### config.mk
export PLATFORM = sky130hd
export DESIGN_NAME = data_bus_xfer_ctrl_flat
export DESIGN_NICKNAME = d
export VERILOG_FILES = /design/src/rtl/bus_xfer_pkg.sv /design/src/rtl/data_bus_xfer_ctrl_if.sv /design/src/rtl/xfer_phase_timer.sv /design/src/rtl/data_bus_xfer_ctrl.sv /design/src/flat_wrapper.sv
export SDC_FILE = /design/constraint.sdc
export NUM_CORES = 1
export LEC_CHECK = 0
export ABC_AREA = 1
export CORE_UTILIZATION = 44
export DETAILED_ROUTE_END_ITERATION = 16
export PLACE_DENSITY = 0.79
export SLEW_MARGIN = 5
export SYNTH_ARGS = -nofsm -noshare
export SYNTH_HDL_FRONTEND = slang
export SYNTH_SLANG_ARGS = --single-unit
### constraint.sdc
create_clock -name clk -period 1.9 [get_ports clk]
set_clock_uncertainty 0.1 [all_clocks]
set_input_delay 0.38 -clock clk [delete_from_list [all_inputs] [get_ports clk]]
set_output_delay 0.38 -clock clk [all_outputs]
set_load 0.01 [all_outputs]
### src/rtl/bus_xfer_pkg.sv
// bus_xfer_pkg: register codes, FSM state encoding and the move-legality rule
// shared by the bus transfer controller.
package bus_xfer_pkg;
    typedef enum logic [3:0] {
        SRC_A, SRC_B, SRC_C, SRC_D, SRC_M1, SRC_M2, SRC_X, SRC_Y, SRC_MEM
    } src_e;
    typedef enum logic [3:0] {
        DST_A, DST_B, DST_C, DST_D, DST_M1, DST_M2, DST_X, DST_Y,
        DST_J1, DST_J2, DST_INST, DST_MEM, DST_CCR
    } dst_e;
    typedef logic [2:0] state_t;
    localparam state_t ST_IDLE    = 3'd0;
    localparam state_t ST_SELECT  = 3'd1;
    localparam state_t ST_LOAD    = 3'd2;
    localparam state_t ST_RELEASE = 3'd3;
    localparam state_t ST_DONE    = 3'd4;
    // A..Y share codes 0..7 on both sides, so src == dst there is a self-move.
    function automatic logic xfer_legal(input logic [3:0] src, input logic [3:0] dst);
        return src <= SRC_MEM && dst <= DST_CCR
            && !(src == dst && src <= SRC_Y)
            && !(src == SRC_MEM && dst == DST_MEM);
    endfunction
endpackage

### src/rtl/data_bus_xfer_ctrl_if.sv
// data_bus_xfer_ctrl_if: request handshake, shared-bus sample and strobe
// outputs of the transfer controller.
interface data_bus_xfer_ctrl_if #(parameter int DATA_BUS_WIDTH = 8);
    logic                      req_valid;
    logic                      req_ready;
    logic [3:0]                req_src;
    logic [3:0]                req_dst;
    logic [DATA_BUS_WIDTH-1:0] bus_data;
    logic [8:0]                drive_en;
    logic [12:0]               load_en;
    logic                      xfer_done;
    logic                      xfer_err;
    logic [DATA_BUS_WIDTH-1:0] xfer_data;
    modport master (
        output req_valid, req_src, req_dst, bus_data,
        input  req_ready, drive_en, load_en, xfer_done, xfer_err, xfer_data
    );
    modport slave (
        input  req_valid, req_src, req_dst, bus_data,
        output req_ready, drive_en, load_en, xfer_done, xfer_err, xfer_data
    );
endinterface

### src/rtl/xfer_phase_timer.sv
// xfer_phase_timer: 4-bit down-counter loaded on state entry; expire_o flags
// the last cycle of the current phase and the count saturates at zero.
module xfer_phase_timer (
    input  logic       clk,
    input  logic       rst,
    input  logic       load_i,
    input  logic [3:0] load_val_i,
    output logic       expire_o
);
    logic [3:0] cnt_q, cnt_d;
    always_comb cnt_d = load_i ? load_val_i : (cnt_q != 4'd0 ? cnt_q - 4'd1 : cnt_q);
    always_ff @(posedge clk or posedge rst)
        if (rst) cnt_q <= 4'd0;
        else     cnt_q <= cnt_d;
    assign expire_o = cnt_q == 4'd0;
endmodule

### src/rtl/data_bus_xfer_ctrl.sv
// data_bus_xfer_ctrl: sequences one register-to-register move over a shared
// bus: drive source, settle, strobe destination, hold, then report done.
module data_bus_xfer_ctrl
    import bus_xfer_pkg::*;
#(
    parameter int DATA_BUS_WIDTH = 8,
    parameter int SETTLE_CYCLES  = 2,
    parameter int LOAD_CYCLES    = 2
) (
    input  logic                 clk,
    input  logic                 reset,
    data_bus_xfer_ctrl_if.slave  bus
);
    state_t                    state_q, state_d;
    logic [3:0]                src_q, src_d, dst_q, dst_d;
    logic                      err_q, err_d;
    logic [DATA_BUS_WIDTH-1:0] data_q, data_d;
    logic                      hs, expire, tmr_load;
    logic [3:0]                tmr_val;
    assign hs = bus.req_valid && bus.req_ready;
    always_comb begin
        state_d = state_q;
        case (state_q)
            ST_IDLE:    if (hs && xfer_legal(bus.req_src, bus.req_dst)) state_d = ST_SELECT;
            ST_SELECT:  if (expire) state_d = ST_LOAD;
            ST_LOAD:    if (expire) state_d = ST_RELEASE;
            ST_RELEASE: state_d = ST_DONE;
            default:    state_d = ST_IDLE;
        endcase
    end
    always_comb begin
        src_d  = hs ? bus.req_src : src_q;
        dst_d  = hs ? bus.req_dst : dst_q;
        err_d  = hs && !xfer_legal(bus.req_src, bus.req_dst);
        data_d = (state_q == ST_LOAD && expire) ? bus.bus_data : data_q;
    end
    // Timer reloads on every state change with the length of the phase entered.
    assign tmr_load = state_d != state_q;
    assign tmr_val  = state_d == ST_SELECT ? 4'(SETTLE_CYCLES - 1)
                    : state_d == ST_LOAD   ? 4'(LOAD_CYCLES - 1) : 4'd0;
    xfer_phase_timer u_timer (
        .clk       (clk),
        .rst       (reset),
        .load_i    (tmr_load),
        .load_val_i(tmr_val),
        .expire_o  (expire)
    );
    always_ff @(posedge clk or posedge reset)
        if (reset) begin
            state_q <= ST_IDLE;
            src_q   <= 4'd0;
            dst_q   <= 4'd0;
            err_q   <= 1'b0;
            data_q  <= '0;
        end else begin
            state_q <= state_d;
            src_q   <= src_d;
            dst_q   <= dst_d;
            err_q   <= err_d;
            data_q  <= data_d;
        end
    // Ready is withheld during the error pulse so a rejection is one full beat.
    assign bus.req_ready = state_q == ST_IDLE && !err_q;
    assign bus.drive_en  = (state_q == ST_SELECT || state_q == ST_LOAD || state_q == ST_RELEASE)
                         ? 9'd1 << src_q : 9'd0;
    assign bus.load_en   = state_q == ST_LOAD ? 13'd1 << dst_q : 13'd0;
    assign bus.xfer_done = state_q == ST_DONE;
    assign bus.xfer_err  = err_q;
    assign bus.xfer_data = data_q;
    a_onehot: assert property (@(posedge clk) disable iff (reset)
        $onehot0(bus.drive_en) && $onehot0(bus.load_en));
endmodule
### src/flat_wrapper.sv
// flat-port wrapper written by rule: the top's interface ports become plain ports
module data_bus_xfer_ctrl_flat import bus_xfer_pkg::*;
#(
    parameter int DATA_BUS_WIDTH = 8,
    parameter int SETTLE_CYCLES  = 2,
    parameter int LOAD_CYCLES    = 2
)
  (clk, reset, bus_req_valid, bus_req_src, bus_req_dst, bus_bus_data, bus_req_ready, bus_drive_en, bus_load_en, bus_xfer_done, bus_xfer_err, bus_xfer_data);
  data_bus_xfer_ctrl_if #(.DATA_BUS_WIDTH(DATA_BUS_WIDTH)) bus_i ();
  input  logic clk;
  input  logic reset;
  input wire logic [$bits(bus_i.req_valid)-1:0] bus_req_valid;
  input wire logic [$bits(bus_i.req_src)-1:0] bus_req_src;
  input wire logic [$bits(bus_i.req_dst)-1:0] bus_req_dst;
  input wire logic [$bits(bus_i.bus_data)-1:0] bus_bus_data;
  output wire logic [$bits(bus_i.req_ready)-1:0] bus_req_ready;
  output wire logic [$bits(bus_i.drive_en)-1:0] bus_drive_en;
  output wire logic [$bits(bus_i.load_en)-1:0] bus_load_en;
  output wire logic [$bits(bus_i.xfer_done)-1:0] bus_xfer_done;
  output wire logic [$bits(bus_i.xfer_err)-1:0] bus_xfer_err;
  output wire logic [$bits(bus_i.xfer_data)-1:0] bus_xfer_data;
  assign bus_i.req_valid = bus_req_valid;
  assign bus_i.req_src = bus_req_src;
  assign bus_i.req_dst = bus_req_dst;
  assign bus_i.bus_data = bus_bus_data;
  assign bus_req_ready = bus_i.req_ready;
  assign bus_drive_en = bus_i.drive_en;
  assign bus_load_en = bus_i.load_en;
  assign bus_xfer_done = bus_i.xfer_done;
  assign bus_xfer_err = bus_i.xfer_err;
  assign bus_xfer_data = bus_i.xfer_data;
  data_bus_xfer_ctrl #(.DATA_BUS_WIDTH(DATA_BUS_WIDTH), .SETTLE_CYCLES(SETTLE_CYCLES), .LOAD_CYCLES(LOAD_CYCLES)) u_core (.clk(clk), .reset(reset), .bus(bus_i));
endmodule
---- After elaboration in Yosys (flattened, before gate mapping) ----
Cells that the tools add are included.
cells by class
  shift operators ......................... 2
  equality and inequality tests ........... 10
  add/subtract/negate cells ............... 1
  multiply operators ...................... 0
  reduce and logical (&&, ||, !) cells .... 20
  order comparisons ....................... 3
  bitwise logic cells ..................... 0
  mux-type cells .......................... 10
  div/mod/pow operators ................... 0
operators by type and width
  operator              number
  $mux 13               1
  $shl 1x4->13 const A  1
  $mux 4                3
  $pmux 3 s4            1
  $logic_and 1x1->1     10
  $eq 3x2->1 const B    3
  $mux 3                3
  $mux 9                1
  $shl 1x4->9 const A   1
  $eq 4x4->1 const B    2
  $le 4x4->1 const B    2
  $eq 3x1->1 const B    2
  $eq 4x4->1            1
  $le 4x3->1 const B    1
  $logic_not 1->1       4
  $logic_not 4->1       1
  $reduce_bool 4->1     1
  $sub 4x1->4 const B   1
  $eq 3x3->1 const B    1
  $logic_not 3->1       1
  $ne 3x3->1            1
  $logic_or 1x1->1      2
  $reduce_bool 2->1     1
  $mux 1                1
storage, ports and cells
  input bits .............................. 19
  memory bits (read-only) ................. 0
  memory bits (writable) .................. 0
  bits in registers ....................... 24
  word-level logic and storage cells ...... 52
  bits in latches ......................... 0
  memories kept ........................... 0

---- Logic depth before layout (Yosys ltp) ----
Gate-level depths: netlist (run 1).
  word-level depth ........................ 12
  depth in mapped cells ................... 12
  depth with buffers taken out ............ 12

---- Modules after synthesis ----
From an unflattened synthesis (run 1), not the netlist that was laid out.
unflattened totals
  cells, all modules ...................... 184
  area total of the unflattened synthesis .. 1398.8 um2
by module, submodules not included
  module              instances  area each (um2)  cells an instance
  data_bus_xfer_ctrl  1          1149.9           149
  xfer_phase_timer    1          249.0            35

---- Worst setup path before layout (run 1) ----
Ideal clock, no wire load.
  path kind ............................... flip-flop to output port
  from .................................... reg u_core.state_q[2]
  to ...................................... out bus_load_en[5]
  path slack .............................. 337 ps
  buffers on the path ..................... 0
  cell stages (with the launch flop) ...... 6
  data arrival time ....................... 1083 ps
  path through ............................ dfrtp_1 > inv_2 > nand3_2 > nor2_1 > nand2_1 > nor3_1
on the way
  longest elaborated chain between the ends .. 2
ends and longest elaborated chain
  what                      line                      RTL
  start: declaration        data_bus_xfer_ctrl.sv:14  state_t state_q, state_d;
  start signal: assignment  data_bus_xfer_ctrl.sv:56  state_q <= state_d;
  $eq 3x2->1                data_bus_xfer_ctrl.sv:66  assign bus.load_en = state_q == ST_LOAD ? 13'd1 << dst_q : 13'd0;
  $mux 13                   data_bus_xfer_ctrl.sv:66
  end: declaration          flat_wrapper.sv:18        output wire logic [$bits(bus_i.load_en)-1:0] bus_load_en;
No other way between the ends.

---- Final worst setup path (run 1) ----
Ends and elaborated chain as after synthesis.

==> metrics.md, run 1 <==
| Metric | Value |
|---|---|
| Multi-input logic area | 816 um^2 |
| Die X | between 50 and 60 um |
| Least-Margin Pin Slew | between 0.3 and 0.4 ns |
| Wire per inst | ~11 um |
| Required time of the critical path | roughly 1.4 ns |
| # Max-Cap Violations | 0 |
| Max IR drop VDD | 0.000758 V |
| Port bufs | 51 |
| Yosys top cell by area | dfrtp_1 |
| Die H | slightly below 60 um |
| Gr ovfl total | 0 |
| Clock power frac | 0.088 |
| DR pass1 iterations | 4 |
| Met3 Usage GRT | 0.0262 |
| Post-Syn Area | approximately 1400 um^2 |
| Mapped Avg Cell Area | about 7 um^2 |
| Sink Count | 24 |
| Clk buf depth | 2 |
| Grt peak-use layer | met2 |
| Yosys warns | 0 |
| Startpoint Class | register |
| Core Util, Final | 0.722 |
| FMAX | slightly above 500 MHz |
| Max transition margin | 0.751 |
| Distinct cells, synth | 24 |
| Ys async rst share | 1.00 |
| Global-route usage over all layers | 0.217 |
| Psw | between 1000 and 1500 uW |
| ANT cells | 0 |
| GP Congestion | approximately 0.83 |
| Largest net degree at the start of global routing | 25 |
| Cell-internal power | ~1700 uW |
| Vias | 1501 |
| Register area share after synthesis | 0.415 |
| Ranking of synthesized cells by area | dfrtp_1, nand2_1, nor2_1 |
| Met2 usage | 0.401 |
| Post-route setup TNS | -0.173 ns |
| Switching part of the total power | 0.452 |
| Syn Inst Count | roughly 200 |
| Violated checks | negative setup slack |
| Cell with the most instances after synthesis | nand2_1 |
| Top_reg_cell synth | dfrtp_1 |
| Syn Nets | 221 |
| GR Util met1 | 0.259 |
| Fin crit share | 1.04 |
| First-iteration detailed-routing DRC count | 92 |
| Most instantiated cells after synthesis | nand2_1, nor2_1, inv_1 |
| Critical Path AT | roughly 1.5 ns |
| Num rows | 20 |
| Proportion of layout cells with a drive suffix above 1 | 0.349 |
| Final worst slack | -0.0666 ns |
| Clock root cell | clkbuf_4 |
| Total Wirelength | about 3400 um |
| Reg power frac | 0.289 |
| Minimum clock period | around 2.0 ns |
| Storage element area | roughly 600 um^2 |
| Area of the die | roughly 3500 um^2 |
| Pwr Density | 1420 nW/um^2 |
| HP Class | in -> async |
| Global-route wire length before repair | 5840 um |
| Routed Antenna Nets | 0 |
| Reg clk slew, reported paths | 0.14 ns |
| H-Tree Depth | 1 |
| Crit end category | output port |
| Kind of critical path | reg -> out |
| # fillers | between 200 and 250 |
| Worst-skew pair later-pin latency | 0.33 ns |
| IO Count | 52 |
| Layout area overhead | 53.5% |
| Setup violations, final | 4 |
| Slew Viols, Final | 0 |
| Initial Util | 0.470 |
| LEAKAGE | 0.00115 uW |
| Vias per Instance | approximately 4.7 |
| RSZ-0062 raised after global routing | true |
| Status | complete, but fails checks |
| #FFs+latches synth | 24 |
| CP max FO | 4 |
| Final Hold Fails | 0 |
| Combinational cell fraction of total power | 0.623 |
| Vias in the first global route | ~1400 |
| Post-detail-place hpwl | 2520 um |
| Core Area | 3080 um^2 |
| Drc violations | 0 |
| Top cell type's share of synthesized area | 0.415 |
| NumNets Final | 299 |
| Total CTS buffers | 3 |
| CTS tree | yes |
| Number of antenna violations at the first check in global routing | 0 |
| Number of flops mapped to enable cells by yosys | 0 |
==> kinds of logic (layout without fill, tap and decap cells) <==
family | count (synthesis) | count (layout) | synth area share
xor+xnor | 1 | 1 | 0.00606
fa+ha+maj | 1 | 1 | 0.00865
flops | 24 | 24 | 0.415
simple gates | 125 | 125 | 0.412
buf+inv | 35 | 112 | 0.0969
compound gates | 15 | 15 | 0.0614
==> what timing repair did <==
item / 4_1_cts / 5_1_grt
hold buffers: 0 / 0
pin swaps: 5 / 8
endpoints found under the setup margin: 24 / 23
gates resized for setup: 114 / 17
buffers inserted: 9 / 2
gates cloned: 0 / 0
==> cell usage in the layout, fill, tap and decap left out, types with 2 or more instances in the layout <==
cell	netlist	final
buf_2	1	24
nor3_1	12	2
nand3_1	8	7
clkbuf_4	0	3
nand2_1	62	60
nor2_1	27	23
nor2_2	4	4
nor3_2	0	10
buf_6	1	3
inv_2	7	9
o21ai_0	11	11
inv_4	0	3
nand2_4	2	3
dfrtp_1	24	24
nand2_2	2	3
nand3_4	0	2
inv_1	26	21
nor2_4	2	6
buf_4	0	21
nand3_2	3	2
clkdlybuf4s50_1	0	27
==> registers in the layout (all words and copies together) (netlist names) <==
| register | count |
|---|---|
| u_core.bus.xfer_data | 8 |
| u_core.dst_q | 4 |
| u_core.state_q | 3 |
| u_core.src_q | 4 |
| u_core.bus.xfer_err | 1 |
| u_core.u_timer.cnt_q | 4 |
==> worst max-delay path, stage by stage (launching register included) <==
cell	delay (ns)
dfrtp_1	0.43
buf_6	0.13
inv_4	0.05
nand3_4	0.09
nor2_4	0.12
nand2_2	0.09
nor3_2	0.10
buf_2	0.15
==> routing by layer <==
layer | share of wire | routed length [um]
met3 | 0.041 | 139
met2 | 0.52 | 1780
met5 | 0 | 0
met4 | 0.013 | 44
met1 | 0.42 | 1450
==> power groups by stage <==
stage               sequential [uW]  combinational (uW)  clock (uW)
global placement                899                1700           0
floorplan                       953                 991           0
detailed placement              911                1730           0
CTS                             895                1870         285
global route                    943                2200         302
finish                          909                1960         277
==> through the flow <==
stage	total power [uW]	instance area (um^2)	hold slack (ns)	setup slack (ns)	instances
after floorplan	1940	1450	0.295	0.337	201
after global placement	2600	2110	0.352	-0.0658	309
after detailed placement	2640	2110	0.358	-0.128	309
after CTS	3050	2170	0.309	-0.0990	322
after global routing	3440	2220	0.335	-0.193	322
final	3150	2220	0.292	-0.0666	322
==> path summary, 6_finish.rpt <==
check / slack (ns) / cells past startpoint / end / start
setup / recovery: -0.07 / 7 / bus_load_en[5] / u_core.state_q[2]$_DFF_PP0_
hold / removal: 0.29 / 3 / u_core.bus.xfer_data[1]$_DFFE_PP0P_ / reset
setup reg to reg: 0.15 / 11 / u_core.u_timer.cnt_q[3]$_DFFE_PP0P_ / u_core.state_q[2]$_DFF_PP0_
hold reg to reg: 0.39 / 2 / u_core.bus.xfer_data[1]$_DFFE_PP0P_ / u_core.bus.xfer_data[1]$_DFFE_PP0P_
max in group asynchronous: 1.17 / 3 / u_core.src_q[0]$_DFFE_PP0P_ / reset
min in group clk: 0.39 / 2 / u_core.bus.xfer_data[1]$_DFFE_PP0P_ / u_core.bus.xfer_data[1]$_DFFE_PP0P_
==> cell type report <==
cell class                      count  share of cell area
Inverter                           33              0.0592
Sequential cell                    24               0.270
Clock buffer                        4              0.0163
Timing Repair Buffer               75               0.262
Multi-Input combinational cell    142               0.367
Tap cell                           44              0.0248
No activity file was read; power rests on OpenSTA's default activity.
==> run 2: changes to the inputs <==
- CAP_MARGIN: default -> 30
- CORE_MARGIN: default -> 4
- CORE_UTILIZATION: 44 -> 45
- CTS_BUF_LIST: default -> sky130_fd_sc_hd__clkbuf_8
- PLACE_DENSITY: 0.79 -> 0.8
==> run 2 against run 1 <==
Via count fell by 3.9%. Register-to-register slack improved by 0.12 ns. Critical path depth fell by 1. The flow now finishes without violations. Flip-flop and latch count did not move. Cell area fell by 3.4%. Core utilization fell by 1.9 points. Sequential power rose by 2%. Worst setup slack improved by 0.13 ns.
==> metrics.md, run 2 (same netlist as run 1, synthesis figures left out) <==
| Metric | Value |
|---|---|
| Status | completed |
| Num rows | 20 |
| Layout area overhead | 48.3% |
| Area of the die | roughly 4200 um^2 |
| Setup violations, final | 0 |
| Initial Util | 0.474 |
| Sink Count | 24 |
| Pwr Density | roughly 1500 nW/um^2 |
| IO Count | 52 |
| Port bufs | 51 |
| Max transition margin | 0.762 |
| Post-detail-place hpwl | roughly 2600 um |
| Clk buf depth | 2 |
| Routed Antenna Nets | 0 |
| RSZ-0062 raised after global routing | true |
| Vias in the first global route | roughly 1400 |
| Global-route usage over all layers | 0.172 |
| CTS tree | yes |
| Core Area | 3050 um^2 |
| Least-Margin Pin Slew | 0.357 ns |
| Kind of critical path | reg -> out |
| ANT cells | 0 |
| Vias per Instance | between 4 and 5 |
| # Max-Cap Violations | 0 |
| # hold bufs at CTS | 0 |
| CP max FO | 4 |
| Post-route setup TNS | 0 ns |
| Most frequent cells in the layout | nand2_1, clkdlybuf4s50_1, inv_1, dfrtp_1, nor2_1 |
| LEAKAGE | roughly 0.0011 uW |
| Startpoint Class | register |
| Reg clk slew, reported paths | approximately 0.08 ns |
| Fin crit share | 0.966 |
| Minimum clock period | 1.83 ns |
| Largest net degree at the start of global routing | 25 |
| Global-route wire length before repair | a little under 6000 um |
| NumNets Final | 290 |
| Max FFs per register | 8 |
| Required time of the critical path | 1.42 ns |
| Critical Path AT | ~1.4 ns |
| Wire per inst | approximately 11 um |
| Drc violations | 0 |
| GP Congestion | between 0.7 and 0.8 |
| Slew Viols, Final | 0 |
| Die H | approximately 65 um |
| Proportion of layout cells with a drive suffix above 1 | 0.301 |
| DR pass1 iterations | 4 |
| H-Tree Depth | 1 |
| Crit end category | output port |
| Total Wirelength | around 3300 um |
| Vias | approximately 1400 |
| Gr ovfl total | 0 |
| Die X | between 60 and 70 um |
| Worst-skew pair later-pin latency | 0.26 ns |
| Max IR drop VDD | around 0.00059 V |
| Final Hold Fails | 0 |
| Clock root cell | clkbuf_8 |
| FMAX | roughly 550 MHz |
| Number of antenna violations at the first check in global routing | 0 |
| HP Class | in -> async |
| First-iteration detailed-routing DRC count | 28 |
| Most common cell after layout, fill and taps aside | nand2_1 |
| Total CTS buffers | 3 |
| Total power | 3120 uW |
run 2: cell types whose count changed in the layout (fill, tap and decap cells not counted), sizes merged:
cell,before,now
dlygate4sd2,0,1
clkbuf,4,6
buf,48,34
clkdlybuf4s15,0,1
bufinv,0,1
run 2: metrics by stage:
step	area, um^2	setup slack, ns	instances	hold WS (ns)	utilization
after floorplan	1450	0.337	201	0.295	-
after global placement	2100	-0.0731	308	0.352	0.688
after detailed placement	2100	-0.114	308	0.359	0.688
after CTS	2160	-0.0590	313	0.357	0.706
after global routing	2140	-0.0362	313	0.393	0.702
final	2140	0.0655	313	0.348	0.702
run 2: timing repair:
action / 4_1_cts / 5_1_grt
buffers inserted: 1 / 0
gates resized for setup: 83 / 27
endpoints found under the setup margin: 24 / 20
pin swaps: 1 / 4
run 2: cell type report:
class / instances / area [um^2]
Tap cell: 44 / 55.1
Sequential cell: 24 / 602
Clock buffer: 3 / 41.3
Multi-Input combinational cell: 142 / 778
Fill cell: 273 / 908
Timing Repair Buffer: 66 / 512
Clock inverter: 1 / 30.0
Inverter: 33 / 126
run 2: critical path, cell delays in order (launching register included):
cell and delay (ns):
dfrtp_1 0.42, inv_2 0.09, nand3_4 0.11, nor2_4 0.12
nand2_2 0.09, nor3_2 0.11, buf_2 0.15
run 2: routing by layer:
layer  routed length [um]  track usage  vias up
li1                     -            -      754
met1                 1440        0.195      648
met2                 1700        0.322       36
met3                  149       0.0329        4
met4                   38       0.0554        0
met5                    0            0        -
run 2: power by group:
group | switching, uW | total [uW] | internal, uW
Combinational | 993 | 1750 | 759
Clock | 160 | 442 | 281
Sequential | 178 | 924 | 747
run 2: final timing paths:
kind | startpoint | end | slack (ns) | cells past startpoint
max in group asynchronous | reset | u_core.dst_q[1]$_DFFE_PP0P_ | 1.10 | 3
worst max register to register | u_core.u_timer.cnt_q[0]$_DFFE_PP0P_ | u_core.u_timer.cnt_q[3]$_DFFE_PP0P_ | 0.27 | 11
worst min-delay path | reset | u_core.bus.xfer_data[0]$_DFFE_PP0P_ | 0.35 | 3
worst min register to register | u_core.bus.xfer_data[2]$_DFFE_PP0P_ | u_core.bus.xfer_data[2]$_DFFE_PP0P_ | 0.38 | 2
min in group clk | u_core.bus.xfer_data[2]$_DFFE_PP0P_ | u_core.bus.xfer_data[2]$_DFFE_PP0P_ | 0.38 | 2
worst max-delay path | u_core.state_q[2]$_DFF_PP0_ | bus_load_en[6] | 0.07 | 6
==> edit, RTL diff (settings of run 1) <==
`DATA_BUS_WIDTH` is set to 8 in 3 places; all go to 10.
--- a/src/rtl/data_bus_xfer_ctrl_if.sv
+++ b/src/rtl/data_bus_xfer_ctrl_if.sv
@@ -2,3 +2,3 @@
 // outputs of the transfer controller.
-interface data_bus_xfer_ctrl_if #(parameter int DATA_BUS_WIDTH = 8);
+interface data_bus_xfer_ctrl_if #(parameter int DATA_BUS_WIDTH = 10);
     logic                      req_valid;
--- a/src/rtl/data_bus_xfer_ctrl.sv
+++ b/src/rtl/data_bus_xfer_ctrl.sv
@@ -5,3 +5,3 @@
 #(
-    parameter int DATA_BUS_WIDTH = 8,
+    parameter int DATA_BUS_WIDTH = 10,
     parameter int SETTLE_CYCLES  = 2,
--- a/src/flat_wrapper.sv
+++ b/src/flat_wrapper.sv
@@ -3,3 +3,3 @@
 #(
-    parameter int DATA_BUS_WIDTH = 8,
+    parameter int DATA_BUS_WIDTH = 10,
     parameter int SETTLE_CYCLES  = 2,
Interface: changed (resized bus_bus_data and bus_xfer_data); port bits go from 52 to 56. The function was not compared with the original's and may differ.
==> edit against run 1 <==
The flow still finishes with violations (negative setup slack); final area is 4.6% higher; non-clock buffer count is 13 higher; power is 2.7% higher; count of clock-buffer cells in the layout is 1 lower; area after synthesis is 1.6% higher; sequential share of layout area is 1.0 points higher; routed wire length is 15% higher; final cell count is 2.8% higher; setup slack worse by 0.065 ns; synthesized cell count is 1.0% lower; sequential cell count is 2 higher; critical path type unchanged; critical endpoint is now bus_load_en[8].
==> edit: results (changes against run 1) <==
worst slew pin tran 0.3216 ns (-0.05141 ns); synth unique cells 26 (+8.3%); vias in the first global route 1,279 (-7.8%); LEAKAGE 1.185 nW (+2.8%); CP arrival 1.55 ns (+0.06 ns); Hold WS 0.2982 ns (+0.005808 ns); register area share after synthesis 0.4429 (+0.02771); Critical R2R Launch u_core.u_timer.cnt_q[0]$_DFFE_PP0P_; CP top delay family buffers and inverters; Port Buf Inserts 55 (+7.8%); violated checks negative setup slack; crit-path max FO 3 (-1); RR Endpoint u_core.bus.xfer_data[2]$_DFFE_PP0P_; Final setup viols 11 (+7); DP Wirelength 2604 um (+3.2%); clock share of power 0.072 (-0.016); DP Worst Slack -0.1096 ns (+0.01841 ns); Synth top cells by count nand2_1 (65), nor2_1 (30), dfrtp_1 (26), inv_1 (23), o21ai_0 (11); initial DRC count 70 (-24%); top post-synthesis cells by area dfrtp_1 (44%), nand2_1 (17%), nor2_1 (7.7%); status finished with violations; TNS Setup -0.4260 ns (-0.2526 ns); xor-xnor portion of the synthesized cell area 0.01193 (+0.005870); via/cell ratio 4.755 (+2.0%); Post-Synth Adder-Cell Area 0.008518 (-0.0001326); total track usage 0.2075 (-0.009193); syn_area_per_cell 7.381 sq um (+2.6%); via count 1,574 (+4.9%); Placed Cells 310 (+0.32%); Peak VDD IR 0.6665 mV (-12%); area of placed instances 2172 sq um (+3.0%); share of post-route cells with drive strength above 1 0.3449 (-0.003973); largest net degree at the start of global routing 27 (+8.0%); first-pass GRT wire length 5568 um (-4.6%); worst setup margin -0.1313 ns (-0.06470 ns); drt total wl 3919 um (+15%)
edit: layer usage:
metal  track usage  vias to the layer above  share of wire
met2        0.3381                       26           0.52
met4       0.07973                        0          0.019
met1        0.2779                      748           0.43
met5             0                        -              0
met3       0.03030                        5          0.027
li1              -                      795              -
edit: how the worst max path moves through the flow:
stage	endpoint	slack (ns)	cells past startpoint
2_1_floorplan	u_core.u_timer.cnt_q[0]$_DFFE_PP0P_	0.30	13
3_3_place_gp	bus_load_en[6]	-0.04	6
3_5_place_dp	bus_load_en[6]	-0.11	6
4_1_cts	bus_load_en[8]	-0.17	7
5_1_grt	bus_load_en[8]	-0.19	7
6_report	bus_load_en[8]	-0.13	7
edit: cell type report:
class	instances	area [sq um]
tap	44	55.05
sequential	26	651.9
timing repair buffer	88	711.9
clock buffer	3	22.52
multi-input combinational	143	774.5
inverter	27	107.6
fill	255	779.5
edit: what timing repair did:
action | CTS | global route
endpoints found under the setup margin | 24 | 23
resized for setup | 100 | 28
buffers inserted | 9 | 10
pin swaps | 2 | 8
